<file path="src/rtl/cpu_pkg.sv">
// Shared CPU constants: opcodes, load-size encodings and the link register.
package cpu_pkg;

    localparam int JAL_OP   = 3;
    localparam int LINK_REG = 31;

    localparam logic [1:0] LD_BYTE = 2'd0;
    localparam logic [1:0] LD_HALF = 2'd1;
    localparam logic [1:0] LD_WORD = 2'd2;

endpackage

</file>
<file path="src/rtl/load_extract.sv">
// Little-endian byte/half/word lane extraction with sign or zero extension,
// plus alignment check on the effective address.
module load_extract import cpu_pkg::*; #(
    parameter int XLEN = 32
) (
    input  logic [XLEN-1:0] raw,
    input  logic [1:0]      ld_size,
    input  logic            ld_unsigned,
    input  logic [1:0]      addr_lo,
    output logic [XLEN-1:0] data,
    output logic            misalign
);

    logic [7:0]  b;
    logic [15:0] h;
    logic [31:0] w;
    logic        fill;

    assign b = raw[{addr_lo, 3'b000} +: 8];
    assign h = addr_lo[1] ? raw[31:16] : raw[15:0];
    assign w = raw[31:0];

    // Fill the whole word with the extension bit, then overlay the lane.
    always_comb begin
        fill     = 1'b0;
        data     = '0;
        misalign = 1'b0;
        case (ld_size)
            LD_BYTE: begin
                fill      = ~ld_unsigned & b[7];
                data      = {XLEN{fill}};
                data[7:0] = b;
            end
            LD_HALF: begin
                fill       = ~ld_unsigned & h[15];
                data       = {XLEN{fill}};
                data[15:0] = h;
                misalign   = addr_lo[0];
            end
            default: begin
                fill       = ~ld_unsigned & w[31];
                data       = {XLEN{fill}};
                data[31:0] = w;
                misalign   = (addr_lo != 2'b00);
            end
        endcase
    end

endmodule

</file>
<file path="src/rtl/memwb_pipe_reg.sv">
// MEM/WB pipeline register: write-back select, load extraction, misalign
// qualification, stall/flush control and saturating retire/bubble counters.
module memwb_pipe_reg import cpu_pkg::*; #(
    parameter int XLEN     = 32,
    parameter int RA_W     = 5,
    parameter int OP_W     = 6,
    parameter int LINK_REG = cpu_pkg::LINK_REG,
    parameter int JAL_OP   = cpu_pkg::JAL_OP,
    parameter int CNT_W    = 32
) (
    input  logic             clk,
    input  logic             rst,
    input  logic             stall,
    input  logic             flush,
    input  logic             in_valid,
    input  logic [OP_W-1:0]  in_opcode,
    input  logic [XLEN-1:0]  in_pc,
    input  logic [RA_W-1:0]  in_rd_addr,
    input  logic [XLEN-1:0]  in_alu_res,
    input  logic [XLEN-1:0]  in_mem_data,
    input  logic [XLEN-1:0]  in_hilo,
    input  logic             in_hi_sel,
    input  logic             in_lo_sel,
    input  logic             in_reg_write,
    input  logic             in_mem_to_reg,
    input  logic             in_jump,
    input  logic [1:0]       in_ld_size,
    input  logic             in_ld_unsigned,
    input  logic [1:0]       in_addr_lo,
    output logic             out_valid,
    output logic [OP_W-1:0]  out_opcode,
    output logic [XLEN-1:0]  out_pc,
    output logic [RA_W-1:0]  out_rd_addr,
    output logic [XLEN-1:0]  out_wdata,
    output logic             out_reg_write,
    output logic             out_jump,
    output logic             out_misalign,
    output logic [CNT_W-1:0] retired_cnt,
    output logic [CNT_W-1:0] bubble_cnt
);

    logic [XLEN-1:0] ld_data;
    logic            ld_mis;
    logic            is_jal;
    logic [XLEN-1:0] wdata_d;
    logic [RA_W-1:0] rd_d;
    logic            mis_d;
    logic            wen_d;

    load_extract #(.XLEN(XLEN)) u_load_extract (
        .raw         (in_mem_data),
        .ld_size     (in_ld_size),
        .ld_unsigned (in_ld_unsigned),
        .addr_lo     (in_addr_lo),
        .data        (ld_data),
        .misalign    (ld_mis)
    );

    assign is_jal = (in_opcode == OP_W'(JAL_OP));

    always_comb begin
        wdata_d = in_alu_res;
        rd_d    = in_rd_addr;
        if (is_jal) begin
            wdata_d = in_pc + XLEN'(4);
            rd_d    = RA_W'(LINK_REG);
        end else if (in_hi_sel || in_lo_sel) begin
            wdata_d = in_hilo;
        end else if (in_mem_to_reg) begin
            wdata_d = ld_data;
        end
        mis_d = in_valid & in_mem_to_reg & ld_mis;
        wen_d = in_valid & in_reg_write & ~mis_d & (rd_d != '0);
    end

    always_ff @(posedge clk) begin
        if (rst) begin
            out_valid     <= 1'b0;
            out_opcode    <= '0;
            out_pc        <= '0;
            out_rd_addr   <= '0;
            out_wdata     <= '0;
            out_reg_write <= 1'b0;
            out_jump      <= 1'b0;
            out_misalign  <= 1'b0;
            retired_cnt   <= '0;
            bubble_cnt    <= '0;
        end else if (flush) begin
            // Data fields keep their old values; only the control bits drop.
            out_valid     <= 1'b0;
            out_reg_write <= 1'b0;
            out_jump      <= 1'b0;
            out_misalign  <= 1'b0;
            if (bubble_cnt != '1) bubble_cnt <= bubble_cnt + 1'b1;
        end else if (!stall) begin
            out_valid     <= in_valid;
            out_opcode    <= in_opcode;
            out_pc        <= in_pc;
            out_rd_addr   <= rd_d;
            out_wdata     <= wdata_d;
            out_reg_write <= wen_d;
            out_jump      <= in_valid & in_jump;
            out_misalign  <= mis_d;
            if (in_valid) begin
                if (retired_cnt != '1) retired_cnt <= retired_cnt + 1'b1;
            end else begin
                if (bubble_cnt != '1) bubble_cnt <= bubble_cnt + 1'b1;
            end
        end
    end

endmodule

</file>
<file path="config.mk">
export PLATFORM = sky130hd
export DESIGN_NAME = memwb_pipe_reg
export DESIGN_NICKNAME = d
export VERILOG_FILES = /design/src/rtl/cpu_pkg.sv /design/src/rtl/load_extract.sv /design/src/rtl/memwb_pipe_reg.sv
export SDC_FILE = /design/constraint.sdc
export NUM_CORES = 1
export LEC_CHECK = 0
export ABC_AREA = 1
export CAP_MARGIN = 10
export CORE_MARGIN = 2
export CORE_UTILIZATION = 47
export CTS_CLUSTER_SIZE = 12
export DETAILED_ROUTE_END_ITERATION = 8
export PLACE_DENSITY = 0.83
export REMOVE_ABC_BUFFERS = 1
export SKIP_CTS_REPAIR_TIMING = 1
export SLEW_MARGIN = 0
export SYNTH_ARGS = -nofsm -noshare
export SYNTH_HDL_FRONTEND = slang
export SYNTH_SLANG_ARGS = --single-unit
export TNS_END_PERCENT = 30
</file>
<file path="constraint.sdc">
create_clock -name clk -period 2.35 [get_ports clk]
set_clock_uncertainty 0.1 [all_clocks]
set_input_delay 0.235 -clock clk [delete_from_list [all_inputs] [get_ports clk]]
set_output_delay 0.235 -clock clk [all_outputs]
set_load 0.01 [all_outputs]
</file>
==> results.md, run 1 <==
- Initial DRC Count: 1043
- Congestion Overflow GR: 0
- Mapped Cells: 1521
- Synth-to-layout area growth: 43.0%
- Inserted Diodes: 0
- Routed Antenna Nets: 0
- Setup crit start kind: flip-flop
- H-tree Lvls: 4
- Final setup margin: 0.254 ns
- Core Util, Final: 69.0%
- Most common cell in the netlist: nand2_1
- Placed instance area: 12400 um2
- Post-synth top cells: 496 x nand2_1, 225 x nor2_1, 161 x a21oi_1
- Crit path required time: 2.61 ns
- Final cell count without fillers: 2075
- Final Net Count: 1959
- Clock buffer depth: 2
- Synthesis Warnings: 0
- Post-synthesis sequential area ratio: 31.5%
- Most used cell, CP: nand2_2
- Drc violations: 0
- R2R cell count: 10
- CP max stage delay: 0.38 ns
- Initial Utilization: 48.3%
- Die width: 143 um
- Fmax: 477 MHz
- Root Driver: clkbuf_16
- Worst slew margin: 62.9%
- Cell taking the most area after synthesis: dfxtp_1
- Wirelength per Cell: 16.7 um
- Setup Viol. Count Final: 0
- Final hold vios: 0
- First-pass GRT wire length: 53800 um
- Post-Syn Area: 9090 um2
- Placed Cells: 2043
- Via count: 11145
- CTS Buf Count: 17
- Sw Share: 27.8%
- Min cycle time layout: 2.10 ns
- Pwr/cell area: 505 nW/um2
- Maxcap violations: 0
- CTS tree: yes
- Synth cell types: 36
- CP Depth: 10
- Port buffer count: 296
- Post-synth top area share: 31.5%
- # IOs: 297
- TNS Setup: 0 ns
- Initial antenna violation count: 0
- RSZ-0062 raised after global routing: false
- Worst Max-Slew Pin Slew: 0.551 ns
- Overall Global Routing Usage: 33.5%
- Switch Pwr: 1.82 mW
- Power Total: 6.56 mW
- CP max-delay cell: inv_2
- Die area: 20500 um2
- Worst Setup End Kind: flip-flop
- Number of global-route vias before repair: 10418
- Synth area leaders: dfxtp_1 31%, nand2_1 20%, nor2_1 9.3%
- Row cnt: 50
- Crit Path Class: flip-flop to flip-flop
- Crit-path cells: ha_1, inv_1, nor3_4, nand2_2, clkinv_1, nand4_2, nand2_2, inv_2, o21ai_0, a21oi_1
- Final period utilization: 89.2%
- Seq cells post-synth: 143
- Mean Syn Cell Area: 5.98 um2
- Critical path fanouts, max: 29
- Clock sink count: 143
- Max-slew violations: 0
- GPL Wtd Cong: 0.980
- Place WS: -0.0631 ns
- Clock Latency Late Sink: 0.43 ns
- Pin count of the biggest net entering global routing: 99
- Ys async rst share: 0%
- Crit-path leading delay family: buffers and inverters
- Dominant synthesized flop cell: dfxtp_1
- Clk pwr share: 42.1%
- EDFF count, synth: 0
- Hold Path Class: input port to flip-flop
- Final WL: 34600 um
- Dpl hpwl: 26200 um
- DIE HEIGHT: 143 um
- Combinational Power Share: 18.7%
- Initial DRT Pass Iterations: 6
- Worst path buffer plus inverter count: 3
- Lkg Pwr: 5.34 nW
- Worst Hold Depth: 3
- Worst hold slack: 0.214 ns
- Reg clk slew, reported paths: 0.06 ns
- Reg power frac: 39.2%
- Max rail drop VDD: 0.605 mV
- WP data arrival: 2.35 ns
- Post-route cell area: 13000 um2
- Outcome: finished, final reports clean
- Int Pwr: 4.74 mW
- Share of cells above drive strength 1: 5.18%
- Core Box Area: 18800 um2
- Vias per inst: 5.37
==> cells by family (layout without fill, tap and decap cells) <==
family / count (synthesis) / after routing / share of synthesized area (%)
adders and majority gates: 3 / 3 / 0.413
DFF: 143 / 143 / 31.5
buffers and inverters: 180 / 474 / 8.27
and+or+nand+nor: 864 / 864 / 38.8
AOI/OAI and AO/OA: 274 / 274 / 15.5
xor gates and xnor gates: 57 / 57 / 5.49
==> flip-flops by register name, indices dropped and copies added (netlist names) <==
| register | cells |
|---|---|
| out_pc | 32 |
| out_misalign | 1 |
| bubble_cnt | 32 |
| out_rd_addr | 5 |
| out_reg_write | 1 |
| out_opcode | 6 |
| retired_cnt | 32 |
| out_jump | 1 |
| out_valid | 1 |
| out_wdata | 32 |
==> cells in the final DEF, fill, tap and decap left out, drive strengths merged <==
cell,Yosys,layout
nand2,502,502
clkdlybuf4s50,0,295
nor2,233,233
a21oi,161,161
dfxtp,143,143
inv,108,110
o21ai,97,97
nand3,78,78
xor2,43,43
buf,24,36
nor3,33,33
clkbuf,45,21
xnor2,14,14
o211ai,13,13
nand4,10,10
clkinv,3,7
nand3b,3,3
or2,3,3
ha,3,3
clkinvlp,0,3
bufinv,0,2
a31oi,1,1
nor3b,1,1
o21bai,1,1
a211oi,1,1
nor4,1,1
==> power groups by stage <==
stage / sequential (mW) / clock (mW) / combinational [mW]
after floorplan: 2.66 / 0 / 0.414
after global placement: 2.62 / 0 / 1.20
after detailed placement: 2.62 / 0 / 1.21
after CTS: 2.57 / 2.78 / 1.21
after global routing: 2.58 / 2.87 / 1.32
final: 2.57 / 2.76 / 1.23
==> routing by layer <==
| metal | track usage, % | routed length [um] | vias up |
|---|---|---|---|
| met5 | 0 | 0 | - |
| met4 | 20.0 | 2030 | 0 |
| met3 | 6.57 | 2820 | 120 |
| met2 | 54.4 | 15800 | 583 |
| met1 | 41.2 | 14000 | 5013 |
| li1 | - | - | 5429 |
==> final timing paths <==
kind,start,end,slack [ns]
max,retired_cnt[1],retired_cnt[6],0.25
min reg2reg,out_wdata[3],out_wdata[3],0.36
min,rst,bubble_cnt[17],0.21
max reg2reg,retired_cnt[1],retired_cnt[6],0.25
==> cell type report <==
class	instances	area [um2]
clock inverter	11	134
timing repair buffer	331	3320
multi-input combinational	1198	5480
sequential	143	2860
clock buffer	21	460
fill	1676	5830
tap	260	325
inverter	111	419
==> tightest hold or removal path, delay by kind of cell <==
family / cells / cell delay, ns
buffers and inverters: 2 / 0.33
AO/OA/AOI/OAI: 1 / 0.14
(Power assumes the default switching activity.)
==> inputs of run 2 (changes only) <==
- PLACE_DENSITY: 0.83 -> unset
- PLACE_DENSITY_LB_ADDON: unset -> 0.2
==> run 2 against run 1 <==
Compared with the run above:
- via count decreased by 1.2%
- maximum frequency grew 0.11%
- core utilization shrank 0.27 points
- total power decreased by 1.5%
- critical path type unchanged
==> results.md, run 2 (same netlist as run 1, synthesis figures left out) <==
- CTS Buf Count: 17 (unchanged)
- Congestion Overflow GR: 0 (unchanged)
- Setup Viol. Count Final: 0 (unchanged)
- H-tree Lvls: 4 (unchanged)
- Clock Latency Late Sink: 0.43 ns (about the same)
- Fillers: 1677 (+0.060%)
- Lkg Pwr: 5.32 nW (-0.50%)
- RSZ-0062 raised after global routing: false
- CTS tree: yes
- Clock buffer depth: 2 (unchanged)
- Power Total: 6.46 mW (-1.5%)
- Fmax: 478 MHz (+0.11%)
- Worst Max-Slew Pin Slew: 0.753 ns (+0.201 ns)
- Worst Setup End Kind: flip-flop
- Most common cell after layout, fill and taps aside: nand2_1
- Via count: 11014 (-1.2%)
- Initial DRT Pass Iterations: 7 (+1)
- Row cnt: 50 (unchanged)
- Port buffer count: 296 (unchanged)
- Dpl hpwl: 26700 um (+1.9%)
- Wirelength per Cell: 16.9 um (+1.1%)
- Hold Path Class: input port to flip-flop
- Maxcap violations: 0 (unchanged)
- Synth-to-layout area growth: 42.4%
- Die width: 143 um (unchanged)
- Routed Antenna Nets: 0 (unchanged)
- WP data arrival: 2.32 ns (-0.03 ns)
- Overall Global Routing Usage: 34.3% (+0.74 points)
- Pwr/cell area: 499 nW/um2 (-1.1%)
- Placed instance area: 12400 um2 (-0.16%)
- Die area: 20500 um2 (unchanged)
- Post-route cell area: 12900 um2 (-0.39%)
- # IOs: 297 (unchanged)
- GPL Wtd Cong: 0.953 (-2.7%)
- Final WL: 35000 um (+1.0%)
- Initial Utilization: 48.3% (unchanged)
- Final hold vios: 0 (unchanged)
- Most frequent cells in the layout: 496 x nand2_1, 295 x clkdlybuf4s50_1, 225 x nor2_1
- Crit. Startpoint: bubble_cnt[0]
- Initial DRC Count: 867 (-17%)
- Inserted Diodes: 0 (unchanged)
- Pin count of the biggest net entering global routing: 99 (unchanged)
- Number of global-route vias before repair: 10419 (+0.0096%)
- Min cycle time layout: 2.09 ns (-0.00230 ns)
- Final period utilization: 89.1% (-0.098 points)
- First-pass GRT wire length: 54700 um (+1.6%)
- Vias per inst: 5.31 (-1.1%)
- Worst hold slack: 0.194 ns (-0.0205 ns)
- Clock sink count: 143 (unchanged)
- Outcome: finished, final reports clean
- Crit Path Class: flip-flop to flip-flop
- Setup crit start kind: flip-flop
- Drc violations: 0 (unchanged)
- DIE HEIGHT: 143 um (unchanged)
- Max-slew violations: 0 (unchanged)
- Reg clk slew, reported paths: 0.06 ns (about the same)
- Crit path required time: 2.57 ns (-0.04 ns)
- Initial antenna violation count: 0 (unchanged)
- Core Util, Final: 68.8% (-0.27 points)
- Place WS: 0.102 ns (+0.165 ns)
- Core Box Area: 18800 um2 (unchanged)
- Worst Hold Launch: rst
- Critical path fanouts, max: 22 (-24%)
- FF-to-FF Start: bubble_cnt[0]
- Final setup margin: 0.256 ns (+0.00230 ns)
- Max rail drop VDD: 0.378 mV (-37%)
- Worst slew margin: 49.8% (-13 points)
- Share of cells above drive strength 1: 5.13% (-0.049 points)
- Final Net Count: 1958 (-0.051%)
- Root Driver: clkbuf_16
==> run 2: cell types whose count changed in the layout (fill, tap and decap cells not counted), sizes merged <==
cell    before  now
inv        110  113
clkinv       7    5
buf         36   35
bufinv       2    1
clkbuf      21   20
==> run 2: final timing paths <==
check	to	slack, ns	depth (start not counted)
max	bubble_cnt[8]	0.26	11
min	bubble_cnt[3]	0.19	4
max reg2reg	bubble_cnt[8]	0.26	11
min reg2reg	out_wdata[1]	0.37	2
==> run 2: worst max-delay path, cell delays in order, from the launching register on <==
cell	delay, ns
dfxtp_1	0.38
ha_1	0.19
inv_1	0.09
nor2_2	0.21
nand2_2	0.14
nor2_4	0.14
nand4_2	0.12
nand2_4	0.12
buf_4	0.26
o21ai_0	0.14
nand2_1	0.07
nor2_1	0.04
==> run 2: per-stage QoR <==
| step | setup TNS, ns | std cells |
|---|---|---|
| after floorplan | -21.01 | 1452 |
| after detailed placement | 0 | 2042 |
| final | 0 | 2073 |
| after global placement | 0 | 2042 |
| after CTS | 0 | 2073 |
| after global routing | 0 | 2073 |
==> run 2: per-layer routing <==
| metal | track usage (%) | up-vias | routed length [um] |
|---|---|---|---|
| met4 | 15.6 | 0 | 1590 |
| met5 | 0 | - | 0 |
| li1 | - | 5432 | - |
| met2 | 57.2 | 541 | 16500 |
| met3 | 6.54 | 106 | 2770 |
| met1 | 42.8 | 4935 | 14100 |
==> run 2: area by class of cell <==
type                            instances  area, um2  share of cell area, %
Multi-Input combinational cell       1198       5480                   42.3
Timing Repair Buffer                  330       3300                   25.5
Sequential cell                       143       2860                   22.1
Clock buffer                           20        457                   3.53
Inverter                              111        419                   3.24
Tap cell                              260        325                   2.51
Clock inverter                         11        106                  0.821
==> run 2: where the power goes <==
part	total (mW)	internal, mW	switching [mW]
clock	2.66	1.52	1.14
combinational	1.23	0.582	0.645
sequential	2.58	2.52	0.0600
total	6.46	4.62	1.85
